### config.mk
export PLATFORM = sky130hd
export DESIGN_NAME = pipeline_ctrl
export DESIGN_NICKNAME = d
export VERILOG_FILES = /design/src/rtl/pipeline_ctrl_pkg.sv /design/src/rtl/pipeline_ctrl_hazard_detect.sv /design/src/rtl/pipeline_ctrl.sv
export SDC_FILE = /design/constraint.sdc
export NUM_CORES = 1
export LEC_CHECK = 0
export BUFFER_PORTS_ARGS = -buffer_cell sky130_fd_sc_hd__buf_2
export CORE_MARGIN = 5
export CORE_UTILIZATION = 40
export CTS_BUF_LIST = sky130_fd_sc_hd__clkbuf_4 sky130_fd_sc_hd__clkbuf_8
export CTS_CLUSTER_DIAMETER = 40
export DETAILED_ROUTE_END_ITERATION = 12
export GPL_ROUTABILITY_DRIVEN = 0
export PLACE_DENSITY = 0.73
export SKIP_CTS_REPAIR_TIMING = 1
export SYNTH_ARGS = -nofsm -noshare
export SYNTH_HDL_FRONTEND = slang
export SYNTH_SLANG_ARGS = --single-unit
### constraint.sdc
create_clock -name clk -period 5.81 [get_ports clk]
set_clock_uncertainty 0.05 [all_clocks]
set_input_delay 0.8715 -clock clk [delete_from_list [all_inputs] [get_ports clk]]
set_output_delay 0.8715 -clock clk [all_outputs]
set_load 0.01 [all_outputs]
### src/rtl/pipeline_ctrl_pkg.sv
// Shared encodings for the pipeline sequencer: FSM states, WB event kinds, trap causes.
// The hazard rule is selected by PIPELINE_CTRL_FORWARDING_EN (see hazard_detect).
package pipeline_ctrl_pkg;

    typedef enum logic [1:0] {
        ST_RUN   = 2'd0,
        ST_DRAIN = 2'd1,
        ST_SLEEP = 2'd2
    } state_t;

    typedef enum logic [1:0] {
        EVT_NONE = 2'd0,
        EVT_TRAP = 2'd1,
        EVT_MRET = 2'd2,
        EVT_WFI  = 2'd3
    } evt_kind_t;

    localparam logic [3:0] CAUSE_ILLEGAL = 4'd2;
    localparam logic [3:0] CAUSE_EBREAK  = 4'd3;
    localparam logic [3:0] CAUSE_ECALL   = 4'd11;

    function automatic logic [4:0] make_cause(input logic intr, input logic [3:0] code);
        return {intr, code};
    endfunction

endpackage

### src/rtl/pipeline_ctrl_hazard_detect.sv
// Combinational RAW check at decode. PIPELINE_CTRL_FORWARDING_EN defined: only load-use
// in execute stalls; otherwise any in-flight writer of a decode source stalls.
module hazard_detect (
    input  logic       dec_valid,
    input  logic [4:0] dec_rs1,
    input  logic [4:0] dec_rs2,
    input  logic       ex_valid,
    input  logic       ex_load,
    input  logic [4:0] ex_rd,
    input  logic       mem_valid,
    input  logic [4:0] mem_rd,
    input  logic       wb_valid,
    input  logic [4:0] wb_rd,
    output logic       hazard
);

    // x0 is hard-wired zero, so a write to it never produces a dependency.
    function automatic logic src_match(input logic [4:0] rd, input logic [4:0] rs1,
                                       input logic [4:0] rs2);
        return (rd != 5'd0) && ((rd == rs1) || (rd == rs2));
    endfunction

`ifdef PIPELINE_CTRL_FORWARDING_EN
    logic unused_stage_info;
    assign unused_stage_info = ^{mem_valid, mem_rd, wb_valid, wb_rd};

    assign hazard = dec_valid && ex_valid && ex_load && src_match(ex_rd, dec_rs1, dec_rs2);
`else
    logic unused_load_flag;
    assign unused_load_flag = ex_load;

    assign hazard = dec_valid &&
                    ((ex_valid  && src_match(ex_rd,  dec_rs1, dec_rs2)) ||
                     (mem_valid && src_match(mem_rd, dec_rs1, dec_rs2)) ||
                     (wb_valid  && src_match(wb_rd,  dec_rs1, dec_rs2)));
`endif

endmodule

### src/rtl/pipeline_ctrl.sv
// Five-stage pipeline sequencer: stalls/invalidates, branch redirect, WB trap/MRET/WFI commit.
// Hazard rule depends on PIPELINE_CTRL_FORWARDING_EN (default build: no forwarding).
//
// state | meaning
// RUN   | normal flow; WB events, branches, bus stalls and hazards resolved here
// DRAIN | WB event latched, waiting for the outstanding bus transaction to finish
// SLEEP | after WFI; fetch held until an interrupt is pending
module pipeline_ctrl
    import pipeline_ctrl_pkg::*;
#(
    parameter logic [31:0] RESET_VECTOR = 32'h0000_0000
) (
    input  logic        clk,
    input  logic        reset,
    input  logic        dec_valid,
    input  logic [4:0]  dec_rs1,
    input  logic [4:0]  dec_rs2,
    input  logic        ex_valid,
    input  logic        ex_load,
    input  logic [4:0]  ex_rd,
    input  logic        ex_branch_taken,
    input  logic [31:0] ex_target,
    input  logic        mem_valid,
    input  logic [4:0]  mem_rd,
    input  logic        mem_busy,
    input  logic        wb_valid,
    input  logic [4:0]  wb_rd,
    input  logic [31:0] wb_pc,
    input  logic [31:0] wb_next_pc,
    input  logic        wb_exception,
    input  logic [3:0]  wb_ecause,
    input  logic        wb_mret,
    input  logic        wb_wfi,
    input  logic        irq_pending,
    input  logic        irq_take,
    input  logic [3:0]  irq_cause,
    input  logic [31:0] csr_mepc,
    input  logic [31:0] csr_mtvec,
    output logic        stall_fetch,
    output logic        stall_decode,
    output logic        stall_execute,
    output logic        stall_memory,
    output logic        invalidate_fetch,
    output logic        invalidate_decode,
    output logic        invalidate_execute,
    output logic        invalidate_memory,
    output logic        redirect,
    output logic [31:0] redirect_pc,
    output logic        trap_valid,
    output logic [31:0] trap_epc,
    output logic [4:0]  trap_cause,
    output logic        mret_valid,
    output logic        sleeping
);

    state_t      state, state_n;
    evt_kind_t   evt_kind, evt_kind_n;
    logic [31:0] evt_epc, evt_epc_n;
    logic [4:0]  evt_cause, evt_cause_n;
    logic [31:0] wake_pc, wake_pc_n;

    logic        hazard;
    logic        wb_evt;
    evt_kind_t   wb_kind;
    logic [31:0] wb_epc;
    logic [4:0]  wb_cause;

    logic        exec;
    evt_kind_t   x_kind;
    logic [31:0] x_epc;
    logic [4:0]  x_cause;
    logic [31:0] x_wake;

    hazard_detect u_hazard (
        .dec_valid (dec_valid),
        .dec_rs1   (dec_rs1),
        .dec_rs2   (dec_rs2),
        .ex_valid  (ex_valid),
        .ex_load   (ex_load),
        .ex_rd     (ex_rd),
        .mem_valid (mem_valid),
        .mem_rd    (mem_rd),
        .wb_valid  (wb_valid),
        .wb_rd     (wb_rd),
        .hazard    (hazard)
    );

    // Exception beats interrupt, interrupt beats MRET/WFI.
    assign wb_evt = wb_valid && (wb_exception || wb_mret || wb_wfi || irq_take);

    always_comb begin
        wb_kind  = EVT_WFI;
        wb_epc   = wb_pc;
        wb_cause = 5'd0;
        if (wb_exception) begin
            wb_kind  = EVT_TRAP;
            wb_cause = make_cause(1'b0, wb_ecause);
        end else if (irq_take) begin
            wb_kind  = EVT_TRAP;
            wb_epc   = wb_next_pc;
            wb_cause = make_cause(1'b1, irq_cause);
        end else if (wb_mret) begin
            wb_kind  = EVT_MRET;
        end
    end

    always_comb begin
        stall_fetch        = 1'b0;
        stall_decode       = 1'b0;
        stall_execute      = 1'b0;
        stall_memory       = 1'b0;
        invalidate_fetch   = 1'b0;
        invalidate_decode  = 1'b0;
        invalidate_execute = 1'b0;
        invalidate_memory  = 1'b0;
        redirect           = 1'b0;
        redirect_pc        = 32'd0;
        trap_valid         = 1'b0;
        trap_epc           = 32'd0;
        trap_cause         = 5'd0;
        mret_valid         = 1'b0;
        sleeping           = 1'b0;
        state_n            = state;
        evt_kind_n         = evt_kind;
        evt_epc_n          = evt_epc;
        evt_cause_n        = evt_cause;
        wake_pc_n          = wake_pc;
        exec               = 1'b0;
        x_kind             = wb_kind;
        x_epc              = wb_epc;
        x_cause            = wb_cause;
        x_wake             = wb_next_pc;

        if (!reset) begin
            invalidate_fetch   = 1'b1;
            invalidate_decode  = 1'b1;
            invalidate_execute = 1'b1;
            invalidate_memory  = 1'b1;
            redirect           = 1'b1;
            redirect_pc        = RESET_VECTOR;
        end else begin
            case (state)
                ST_RUN: begin
                    if (wb_evt) begin
                        if (mem_busy) begin
                            stall_fetch       = 1'b1;
                            stall_decode      = 1'b1;
                            stall_execute     = 1'b1;
                            stall_memory      = 1'b1;
                            invalidate_memory = 1'b1;
                            state_n           = ST_DRAIN;
                            evt_kind_n        = wb_kind;
                            evt_epc_n         = wb_epc;
                            evt_cause_n       = wb_cause;
                            if (wb_kind == EVT_WFI)
                                wake_pc_n = wb_next_pc;
                        end else begin
                            exec = 1'b1;
                        end
                    end else if (ex_valid && ex_branch_taken) begin
                        redirect          = 1'b1;
                        redirect_pc       = ex_target;
                        invalidate_fetch  = 1'b1;
                        invalidate_decode = 1'b1;
                    end else if (mem_busy) begin
                        stall_fetch       = 1'b1;
                        stall_decode      = 1'b1;
                        stall_execute     = 1'b1;
                        stall_memory      = 1'b1;
                        invalidate_memory = 1'b1;
                    end else if (hazard) begin
                        stall_fetch       = 1'b1;
                        invalidate_decode = 1'b1;
                    end
                end
                ST_DRAIN: begin
                    if (mem_busy) begin
                        stall_fetch       = 1'b1;
                        stall_decode      = 1'b1;
                        stall_execute     = 1'b1;
                        stall_memory      = 1'b1;
                        invalidate_memory = 1'b1;
                    end else begin
                        exec    = 1'b1;
                        x_kind  = evt_kind;
                        x_epc   = evt_epc;
                        x_cause = evt_cause;
                        x_wake  = wake_pc;
                    end
                end
                ST_SLEEP: begin
                    stall_fetch      = 1'b1;
                    invalidate_fetch = 1'b1;
                    sleeping         = 1'b1;
                    if (irq_pending)
                        state_n = ST_RUN;
                    if (irq_take) begin
                        redirect    = 1'b1;
                        redirect_pc = csr_mtvec;
                        trap_valid  = 1'b1;
                        trap_epc    = wake_pc;
                        trap_cause  = make_cause(1'b1, irq_cause);
                        state_n     = ST_RUN;
                    end
                end
                default: state_n = ST_RUN;
            endcase

            if (exec) begin
                invalidate_fetch   = 1'b1;
                invalidate_decode  = 1'b1;
                invalidate_execute = 1'b1;
                invalidate_memory  = 1'b1;
                redirect           = 1'b1;
                state_n            = ST_RUN;
                case (x_kind)
                    EVT_TRAP: begin
                        redirect_pc = csr_mtvec;
                        trap_valid  = 1'b1;
                        trap_epc    = x_epc;
                        trap_cause  = x_cause;
                    end
                    EVT_MRET: begin
                        redirect_pc = csr_mepc;
                        mret_valid  = 1'b1;
                    end
                    default: begin
                        redirect_pc = x_wake;
                        wake_pc_n   = x_wake;
                        state_n     = ST_SLEEP;
                    end
                endcase
            end
        end
    end

    always_ff @(posedge clk) begin
        if (!reset) begin
            state     <= ST_RUN;
            evt_kind  <= EVT_NONE;
            evt_epc   <= 32'd0;
            evt_cause <= 5'd0;
            wake_pc   <= 32'd0;
        end else begin
            state     <= state_n;
            evt_kind  <= evt_kind_n;
            evt_epc   <= evt_epc_n;
            evt_cause <= evt_cause_n;
            wake_pc   <= wake_pc_n;
        end
    end

endmodule
======== After elaboration in Yosys (flattened, before gate mapping) ========
Index checks and enable logic that the tools add are counted.
word-level totals
  register bits ........................... 73
  input bits .............................. 207
  word-level logic and storage cells ...... 132
cells by class
  equality and inequality tests ........... 15
  mux-type cells .......................... 88
  reduce and logical (&&, ||, !) cells .... 24
operators with widths
  kind                  number
  $mux W32              22
  $pmux W32 S2          2
  $mux W5               8
  $mux W1               39
  $eq A5 B5 Y1          6
  $mux W2               11
  $reduce_bool A5 Y1    3
  $logic_and A1 B1 Y1   9
  $logic_or A1 B1 Y1    8
  $pmux W1 S2           4
  $eq A2 B2 Y1 const B  3
  $ne A3 B3 Y1 const B  2
  $pmux W2 S3           1
  $eq A2 B1 Y1 const B  2
  $ne A4 B4 Y1 const B  1
  $reduce_and A4 Y1     1
  $pmux W1 S3           1
  $logic_not A2 Y1      1
  $ne A2 B2 Y1 const B  1
  $reduce_and A2 Y1     1
  $reduce_or A2 Y1      1

======== Depth between registers and ports, before layout ========
Gate-level depths: netlist (run 1).
  word-level depth ........................ 14
  depth in mapped cells ................... 14

======== Modules after synthesis ========
A second synthesis (run 1) with hierarchy kept.
second synthesis, totals
  cell total of the unflattened synthesis .. 758
  area, all modules ....................... 6074.6 µm²
modules (own cells, without submodules)
  module         instances  cells an instance  area an instance (µm²)
  pipeline_ctrl  1          706                5686.7
  hazard_detect  1          52                 387.9

======== Least setup slack after synthesis (run 1) ========
OpenSTA, ideal clock, no wires.
  path type ............................... input to output
  start ................................... input port mem_busy
  end ..................................... output port redirect_pc[21]
  arrival time ............................ 3339 ps
  required time ........................... 4889 ps
  slack ................................... 1550 ps
  stages .................................. 13
  path buffers ............................ 5
  cell sequence ........................... buf_2 > or3b_2 > clkbuf_1 > clkbuf_1 > nand3_1 > o21ai_0 > ha_1 > clkbuf_1 > clkbuf_1 > a221oi_1 > a31oi_1 > o21ai_0 > nor2_1
on the way
  longest elaborated chain between the ends .. 7
  elaborated cells between the ends (all ways) .. 14
ends and longest elaborated chain
  element                                       RTL line              source
  start, declared                               pipeline_ctrl.sv:25   input logic mem_busy,
  $mux W2                                       pipeline_ctrl.sv:177  if (mem_busy) begin
  $mux W2                                       pipeline_ctrl.sv:142  case (state)
  $mux W2                                       pipeline_ctrl.sv:134  if (!reset) begin
  $eq A2 B2 Y1 or $eq A2 B1 Y1 (tied branches)  pipeline_ctrl.sv:216  case (x_kind)
  $pmux W32 S2                                  pipeline_ctrl.sv:216
  $mux W32 *                                    pipeline_ctrl.sv:209  if (exec) begin
  $mux W32 *                                    pipeline_ctrl.sv:134
  end, declared                                 pipeline_ctrl.sv:48   output logic [31:0] redirect_pc,
Every way passes the cells marked *; elsewhere a longest branch is shown, timed or not. The select of a mux whose other input is x is not followed.

======== Final worst setup path (run 1) ========
  start ................................... input port mem_busy
  end ..................................... output port redirect_pc[15]
The elaborated chain is that of the path after synthesis.

==> results of run 1 <==
per-layer routing:
layer / up-vias / GRT usage / part of all wire
met5: - / 0 / 0
met1: 3360 / 0.297 / 0.43
met2: 250 / 0.406 / 0.50
met4: 0 / 0.0848 / 0.023
li1: 3542 / - / -
met3: 41 / 0.0384 / 0.055
cell families after synthesis:
| logic type | share of synthesized area |
|---|---|
| simple gates | 0.223 |
| compound gates | 0.363 |
| buf+inv | 0.0742 |
| flops | 0.235 |
| mux | 0.0580 |
| xor+xnor | 0.0423 |
| fa+ha+maj | 0.00403 |
cells in the final DEF (no fill, tap or decap), types with 30 or more instances in the layout:
cell type	instances
buf_2	285
nor2b_1	37
xnor2_1	30
dfxtp_1	73
o211a_1	37
nor2_1	35
a31oi_1	32
nand2_1	213
mux2i_1	36
o21ai_0	70
a221oi_1	64
worst min-delay path by stage:
stage	end	cells after the start
5_1_grt	wake_pc[27]	2
6_report	wake_pc[4]	2
4_1_cts	wake_pc[6]	2
2_1_floorplan	wake_pc[1]	2
3_5_place_dp	wake_pc[6]	2
3_3_place_gp	wake_pc[1]	2
registers in the layout (all words and copies together) (netlist names):
signal     flops
evt_epc       32
wake_pc       32
evt_cause      5
evt_kind       2
state          2
worst max-delay path, cell delays in order:
cell and delay [ns]:
buf_2 0.18, or3b_2 0.73, nand3_1 0.17, o21ai_0 0.12, ha_2 0.73, buf_4 0.32, a221oi_1 0.07, a31oi_1 0.15
o21ai_0 0.12, nor2_1 0.14, buf_2 0.14
final cells by class:
class                   instances  area, sq um
multi-input cells             685         4320
flip-flops and latches         73         1460
repair buffers                303         1590
clock inverters                 4         51.3
fillers                      1544         7380
clock buffers                  12          159
inverters                       4         15.0
well taps                     188          235
report_power, final:
| part | internal (mW) | leakage [nW] | switching, mW |
|---|---|---|---|
| clock | 0.227 | 0.106 | 0.199 |
| combinational | 0.212 | 2.89 | 0.268 |
| sequential | 0.529 | 0.596 | 0.0188 |
| total | 0.968 | 3.59 | 0.486 |
==> metrics.md, run 1 <==
| Metric | Value |
|---|---|
| Register area share after synthesis | `0.235` |
| Die Span X | `around 130 microns` |
| Area delta synth->final | `26.0%` |
| Fin area | `about 0.0078 sq mm` |
| DRT Pass-1 Iters | `5` |
| Routed Antenna Nets | `0` |
| PwrDens | `between 150 and 200 mW/mm^2` |
| Main area contributors after synthesis | `dfxtp_1, nand2_1, a221oi_1, o211a_1, mux2i_1` |
| HPWL after detailed placement | `16.0 mm` |
| Synthesized cell area | `roughly 0.0062 sq mm` |
| Crit-path max FO | `27` |
| Die height | `135 microns` |
| Worst path required time | `roughly 5 ns` |
| NumNets Final | `1285` |
| Post-synth top area cell | `dfxtp_1` |
| TNS Setup | `0 ns` |
| Drt first-iter violations | `466` |
| Ant diodes | `0` |
| Count leader, synth | `nand2_1` |
| Critical Path AT | `roughly 3.8 ns` |
| Max Cap Viol | `0` |
| Share of cells above drive strength 1 | `0.315` |
| Initial antenna violation count | `0` |
| Worst-margin pin slew | `about 1.2 ns` |
| Final worst slack | `1.11 ns` |
| Crit end category | `primary output` |
| Post-synth EDFFs | `0` |
| Pre-CTS setup slack | `approximately 1.1 ns` |
| Core ar. | `between 0.015 and 0.02 sq mm` |
| Max clock buf depth | `2` |
| Final Hold Viols | `0` |
| FF+latch count, synth | `73` |
| Hold slack final | `~0.44 ns` |
| Synth top cells by count | `nand2_1, dfxtp_1, o21ai_0` |
| Fin. max-slew vios | `0` |
| Leak | `3.59 nW` |
| CTS buffer count | `9` |
| Htree depth | `3` |
| Power Total | `1.45 mW` |
| Starting density of the core | `0.408` |
| HP Start | `wake_pc[4]` |
| Avg Cell Area, Syn | `about 7.3 sq um` |
| Ys Warns | `0` |
| Main synth FF type | `dfxtp_1` |
| Wirelength per Cell | `17.7 microns` |
| DRC viols | `0` |
| Setup slack, reg-to-reg | `approximately 1.8 ns` |
| Worst setup endpoint | `redirect_pc[15]` |
| Min cycle time layout | `4.70 ns` |
| GRT overflow | `0` |
| DP Area | `approximately 0.0076 sq mm` |
| R2r worst-path depth | `9` |
| Clock Latency Late Sink | `between 0.3 and 0.4 ns` |
| Status | `completed` |
| Placed cell count | `approximately 1.3k` |
| Final Util | `0.515` |
| Port Buffers | `about 290` |
| CTS tree | `built` |
| Yosys cell types | `44` |
| Worst flop-to-flop path endpoint | `wake_pc[12]` |
| Critical path class | `input pin to primary output` |
| Max rail drop VDD | `approximately 0.14 mV` |
| Via total after detailed routing | `7193` |
| Slew Limit Headroom | `0.193` |
| Clk slew on worst S/H paths | `around 0.090 ns` |
| CTS root buf | `clkbuf_8` |
| Hold Crit Class | `register to register` |
| Syn_nets | `roughly 1.1k` |
| GRT Util Overall | `0.236` |
| First-pass GRT wire length | `around 35 mm` |
| Worst Setup SP | `mem_busy` |
| Synth top area share | `0.235` |
| Final WL | `between 20 and 25 mm` |
| IO Pins | `288` |
| Ys async rst share | `0` |
| Startpoint Class | `input pin` |
| RR Startpoint | `state[1]` |
| DIE AREA | `between 0.015 and 0.02 sq mm` |
| Largest net degree at the start of global routing | `a little under 100` |
| Syn Inst Count | `between 800 and 900` |
| CTS sink count | `73` |
| Number of global-route vias before repair | `6803` |
| Number of cell rows | `between 40 and 50` |
| Setup violators final | `0` |
| Fmax achieved | `around 210 MHz` |
| Vias per inst | `approximately 5.7` |
| Post-Layout Cell Count | `about 1.3k` |
| Final Cycle Share | `0.809` |
| RSZ-0062 raised after global routing | `no` |
Note: power is estimated with default switching activity, not from simulation.
==> run 2: changes to the inputs <==
--- a/config.mk
+++ b/config.mk
@@ -5,6 +5,7 @@
 export SDC_FILE = /design/constraint.sdc
 export NUM_CORES = 1
 export LEC_CHECK = 0
+export ABC_AREA = 1
 export BUFFER_PORTS_ARGS = -buffer_cell sky130_fd_sc_hd__buf_2
 export CORE_MARGIN = 5
 export CORE_UTILIZATION = 40
@@ -12,7 +13,7 @@
 export CTS_CLUSTER_DIAMETER = 40
 export DETAILED_ROUTE_END_ITERATION = 12
 export GPL_ROUTABILITY_DRIVEN = 0
-export PLACE_DENSITY = 0.73
+export PLACE_DENSITY = 0.72
 export SKIP_CTS_REPAIR_TIMING = 1
 export SYNTH_ARGS = -nofsm -noshare
 export SYNTH_HDL_FRONTEND = slang
==> constraint.sdc (replaced) <==
create_clock -name clk -period 4.8 [get_ports clk]
set_clock_uncertainty 0.05 [all_clocks]
set_input_delay 0.72 -clock clk [delete_from_list [all_inputs] [get_ports clk]]
set_output_delay 0.72 -clock clk [all_outputs]
set_load 0.01 [all_outputs]
==> metrics.md, run 2 <==
| Metric | Value |
|---|---|
| Commonest non-fill, non-tap cell in the layout | `nand2_1` |
| Final Util | `0.504` |
| Fillcell total | `~1.8k` |
| CTS root buf | `clkbuf_8` |
| NumNets Final | `about 1.6k` |
| Synth top area share | `0.218` |
| Main synth FF type | `dfxtp_1` |
| Initial antenna violation count | `2` |
| Vias per inst | `between 5 and 6` |
| Startpoint Class | `input pin` |
| Critical path class | `input pin to primary output` |
| FF+latch count, synth | `73` |
| Avg Cell Area, Syn | `between 5 and 6 sq um` |
| HPWL after detailed placement | `roughly 19 mm` |
| DRT Pass-1 Iters | `5` |
| Crit-path max FO | `32` |
| Clock Latency Late Sink | `0.36 ns` |
| Clk slew on worst S/H paths | `roughly 0.08 ns` |
| Share of cells above drive strength 1 | `0.263` |
| Core ar. | `0.0165 sq mm` |
| Starting density of the core | `0.405` |
| Synth top cells by count | `nand2_1, nor2_1, a21oi_1` |
| M1 GR Usage | `0.335` |
| Largest family of logic cells by synthesized area | `simple AND/OR/NAND/NOR gates` |
| Leak | `roughly 4.2 nW` |
| Drt first-iter violations | `approximately 560` |
| Post-synth EDFFs | `0` |
| Post-synthesis simple-gate area fraction | `0.360` |
| Post-Synth Adder-Cell Area | `0.00374` |
| Met3 Resource Use GR | `0.0480` |
| Ys async rst share | `0` |
| Worst Setup SP | `mem_busy` |
| HP Start | `evt_epc[31]` |
| Number of cell rows | `47` |
| Htree depth | `3` |
| IO Pins | `around 290` |
| Worst path required time | `about 4.0 ns` |
| Area of the multi-input gates | `0.00440 sq mm` |
| Via total after detailed routing | `~8.5k` |
| Final WL | `around 26 mm` |
| DRC viols | `0` |
| CTS tree | `built` |
| Max clock buf depth | `2` |
| Wirelength per Cell | `about 16 microns` |
| Reg area | `between 0.001 and 0.0015 sq mm` |
| Setup violators final | `0` |
| DIE AREA | `between 0.015 and 0.02 sq mm` |
| Critical Path AT | `about 3.5 ns` |
| GRT Util Overall | `0.249` |
| Register area share after synthesis | `0.218` |
| Number of global-route vias before repair | `~7.8k` |
| Worst-margin pin slew | `1.10 ns` |
| Placed cell count | `roughly 1.6k` |
| Port Buffers | `~290` |
| RSZ-0062 raised after global routing | `no` |
| Max rail drop VDD | `approximately 0.11 mV` |
| Largest net degree at the start of global routing | `100` |
| Most frequent cells in the layout | `nand2_1, buf_2, nor2_1` |
| Main area contributors after synthesis | `dfxtp_1, nand2_1, a21oi_1, nor2_1, o21ai_0` |
| CTS buffer count | `9` |
| Yosys cell types | `31` |
| RR Startpoint | `state[1]` |
| Syn_nets | `about 1.4k` |
| Count leader, synth | `nand2_1` |
| Compound-Gate Fraction of Synth Area | `0.282` |
| Post-synth top area cell | `dfxtp_1` |
| Routed Antenna Nets | `0` |
| Grt met2 use | `0.391` |
| Synthesized cell area | `~0.0067 sq mm` |
| Final Hold Viols | `0` |
| Max Cap Viol | `0` |
| Ys Warns | `0` |
| GRT overflow | `0` |
| Post-Layout Cell Count | `1631` |
| Fmax achieved | `235 MHz` |
| Registers with the most flip-flops | `evt_epc x32, wake_pc x32, evt_cause x5` |
| Hold Crit Class | `register to register` |
| First-pass GRT wire length | `between 30 and 40 mm` |
| Fin. max-slew vios | `0` |
| GR peak layer | `met2` |
| Area delta synth->final | `24.4%` |
| Die Span X | `between 100 and 150 microns` |
| Die height | `approximately 140 microns` |
| Crit end category | `primary output` |
| Syn Inst Count | `1180` |
| Post-Synth XOR/XNOR Area | `0.0105` |
| Status | `completed` |
| CTS sink count | `73` |
| Slew Limit Headroom | `0.269` |
| PwrDens | `around 210 mW/mm^2` |
| Final Cycle Share | `0.886` |
| Min cycle time layout | `approximately 4.3 ns` |
| Mux share of post-synthesis cell area | `0` |
| TNS Setup | `0 ns` |
run 2: cell count changes in the layout (fill, tap and decap cells not counted), sizes merged, moves of 33 or more:
cell | previous run | this run
nor2 | 36 | 174
o21ai | 72 | 116
a221oi | 64 | 0
mux2i | 36 | 0
o211a | 37 | 0
a21oi | 3 | 133
nor2b | 38 | 0
inv | 4 | 116
nor3 | 3 | 67
a22oi | 33 | 0
nand2 | 214 | 318
run 2: cell type report:
cell class,instances,area share
Antenna cell,2,0.000601
Timing Repair Buffer,299,0.186
Clock buffer,11,0.0174
Tap cell,220,0.0330
Inverter,116,0.0522
Clock inverter,5,0.00661
Sequential cell,73,0.175
Multi-Input combinational cell,905,0.528
run 2: final timing paths:
path,endpoint,slack [ns],cells after the start
hold / removal,evt_epc[31],0.42,2
setup reg to reg,wake_pc[20],1.83,13
hold reg to reg,evt_epc[31],0.42,2
setup / recovery,redirect_pc[30],0.55,11
run 2: logic make-up after synthesis:
logic type	after synthesis
buf+inv	202
simple gates	573
compound gates	322
flops	73
fa+ha+maj	2
xor+xnor	8
run 2: report_power, final:
group	switching, mW	internal (mW)	leakage, nW
clock network	0.242	0.258	0.0988
logic	0.370	0.215	3.48
registers	0.0269	0.650	0.598
total	0.639	1.12	4.18
run 2: critical path, cell delays in order:
cell and delay (ns):
buf_2 0.13, nor2_2 0.17, nand2_2 0.32, o21ai_0 0.35, inv_1 0.07, ha_1 0.26, inv_1 0.69, o21ai_0 0.20
nor3_1 0.33, nor3_2 0.09, buf_2 0.15
run 2: layer usage:
| metal | routed length, microns | up-vias |
|---|---|---|
| li1 | - | 4300 |
| met1 | 11100 | 3793 |
| met2 | 11900 | 363 |
| met3 | 2060 | 43 |
| met4 | 691 | 0 |
| met5 | 0 | - |
run 2: metrics by stage:
step           hold WS, ns  worst slack [ns]  instance area, sq um  total power, mW
2_1_floorplan        0.375              1.29                  6700             1.05
3_3_place_gp         0.390             0.653                  8130             1.26
3_5_place_dp         0.402             0.634                  8130             1.27
4_1_cts              0.413             0.612                  8330             1.77
5_1_grt              0.439             0.384                  8330             1.87
6_report             0.420             0.549                  8330             1.76
==> run 3: changes to the inputs <==
--- a/config.mk
+++ b/config.mk
@@ -12,8 +12,8 @@
 export CTS_BUF_LIST = sky130_fd_sc_hd__clkbuf_4 sky130_fd_sc_hd__clkbuf_8
 export CTS_CLUSTER_DIAMETER = 40
 export DETAILED_ROUTE_END_ITERATION = 12
-export GPL_ROUTABILITY_DRIVEN = 0
 export PLACE_DENSITY = 0.72
+export RECOVER_POWER = 25
 export SKIP_CTS_REPAIR_TIMING = 1
 export SYNTH_ARGS = -nofsm -noshare
 export SYNTH_HDL_FRONTEND = slang
==> metrics.md, run 3 (synthesis results as in run 2) <==
| Metric | Value |
|---|---|
| Slowest CP cell | `clkbuf_1` |
| Initial antenna violation count | `6` |
| Fmax achieved | `approximately 240 MHz` |
| Crit-path most repeated cell | `nor2_1` |
| Clock Latency Late Sink | `between 0.3 and 0.4 ns` |
| DIE AREA | `roughly 0.019 sq mm` |
| Post-Layout Cell Count | `1634` |
| Levels on crit path | `10` |
| RSZ-0062 raised after global routing | `no` |
| TNS Setup | `0 ns` |
| NumNets Final | `1616` |
| Status | `finished, violations left` |
| Die height | `139 microns` |
| Hold slack final | `about 0.42 ns` |
| Worst Setup SP | `irq_take` |
| Fin area | `0.00835 sq mm` |
| Number of cell rows | `47` |
| Registers with the most flip-flops | `evt_epc x32, wake_pc x32, evt_cause x5` |
| Power Total | `between 1.5 and 2 mW` |
| Crit end category | `register` |
| DRT Pass-1 Iters | `5` |
| GRT Util Overall | `0.255` |
| DP Area | `0.00815 sq mm` |
| CTS sink count | `between 70 and 80` |
| Worst-margin pin slew | `between 2 and 2.5 ns` |
| Slew Limit Headroom | `-0.417` |
| Setup slack, reg-to-reg | `between 1 and 1.5 ns` |
| Crit-path max FO | `42` |
| Share of cells above drive strength 1 | `0.261` |
| CTS tree | `built` |
| Leak | `approximately 4.2 nW` |
| Critical-path cell list | `buf_2 > nor2_1 > nand2_4 > nand2_4 > nor2_1 > nand2_1 > clkbuf_1 > inv_2 > o21ai_0 > nor2_1` |
| Starting density of the core | `0.405` |
| Hold Crit Class | `register to register` |
| Commonest non-fill, non-tap cell in the layout | `nand2_1` |
| CTS root buf | `clkbuf_8` |
| Min cycle time layout | `roughly 4.2 ns` |
| Wirelength per Cell | `16.1 microns` |
| Most frequent cells in the layout | `nand2_1, buf_2, nor2_1` |
| Drt first-iter violations | `slightly above 700` |
| Failing checks | `capacitance limit, slew limit` |
| Critical path class | `input pin to register` |
| Area delta synth->final | `24.7%` |
| Routed Antenna Nets | `0` |
| Via total after detailed routing | `roughly 8.6k` |
| Clk slew on worst S/H paths | `0.08 ns` |
| PwrDens | `around 220 mW/mm^2` |
| GRT overflow | `0` |
| CTS buffer count | `9` |
| DRC viols | `0` |
| R2r worst-path depth | `8` |
| Die Span X | `around 140 microns` |
| Htree depth | `3` |
| CP max stage delay | `1.53 ns` |
| Vias per inst | `5.28` |
| Worst flop-to-flop path endpoint | `evt_epc[2]` |
| Final worst slack | `~0.59 ns` |
| Gp weighted congestion | `0.921` |
| First-pass GRT wire length | `40.9 mm` |
| Placed cell count | `1616` |
| Critical Path AT | `4.40 ns` |
| Startpoint Class | `input pin` |
| RR Startpoint | `state[0]` |
| Number of global-route vias before repair | `7827` |
| Final Hold Viols | `0` |
| Core ar. | `approximately 0.017 sq mm` |
| Port Buffers | `between 200 and 300` |
| Max clock buf depth | `2` |
| Cell family with most CP delay | `buffers and inverters` |
| Final Cycle Share | `0.877` |
| HPWL after detailed placement | `roughly 20 mm` |
| Max rail drop VDD | `around 0.11 mV` |
| Final Util | `0.505` |
| Max Cap Viol | `1` |
| Worst setup endpoint | `evt_epc[2]` |
| Largest net degree at the start of global routing | `100` |
| Final WL | `26.3 mm` |
| IO Pins | `~290` |
| Pre-CTS setup slack | `slightly above 0.7 ns` |
| Setup violators final | `0` |
| WP buf/inv | `3` |
| Fin. max-slew vios | `between 40 and 50` |
| Worst path required time | `between 4 and 5 ns` |
-- run 3: changes by cell type in the layout (fill, tap and decap cells not counted), moves of 2 or more --
cell,previous run,this run
nor2_1,167,169
clkinvlp_4,2,0
diode_2,2,4
buf_4,11,13
-- run 3: worst reg2reg max path, stage by stage, from the launching register on --
cell,delay [ns]
dfxtp_1,0.44
nor2_1,0.08
inv_1,0.05
nor2_1,0.04
nand2_1,0.09
clkbuf_1,1.53
inv_2,0.82
o21ai_0,0.43
nor2_1,0.06
-- run 3: worst min-delay path by stage --
stage,to,cells after the start,startpoint
6_report,evt_epc[31],2,evt_epc[31]
5_1_grt,evt_epc[31],2,evt_epc[31]
4_1_cts,evt_epc[31],2,evt_epc[31]
3_5_place_dp,evt_epc[31],2,evt_epc[31]
3_3_place_gp,evt_epc[31],2,evt_epc[31]
2_1_floorplan,evt_cause[4],2,evt_cause[4]
-- run 3: power breakdown --
part	internal, mW	total (mW)	switching (mW)
clock network	0.315	0.542	0.228
logic	0.216	0.588	0.371
registers	0.650	0.677	0.0271
-- run 3: cell type report --
class / instances / area [sq um]
diodes: 4 / 10.0
clock buffers: 11 / 151
clock inverters: 3 / 65.1
fillers: 1772 / 8170
inverters: 116 / 435
multi-input cells: 905 / 4380
flip-flops and latches: 73 / 1460
well taps: 220 / 275
repair buffers: 302 / 1570
-- run 3: per-layer routing --
layer / GRT usage / vias to the layer above / share of wire
li1: - / 4299 / -
met5: 0 / - / 0.0012
met4: 0.0906 / 4 / 0.026
met3: 0.0449 / 53 / 0.079
met1: 0.346 / 3892 / 0.43
met2: 0.407 / 378 / 0.46
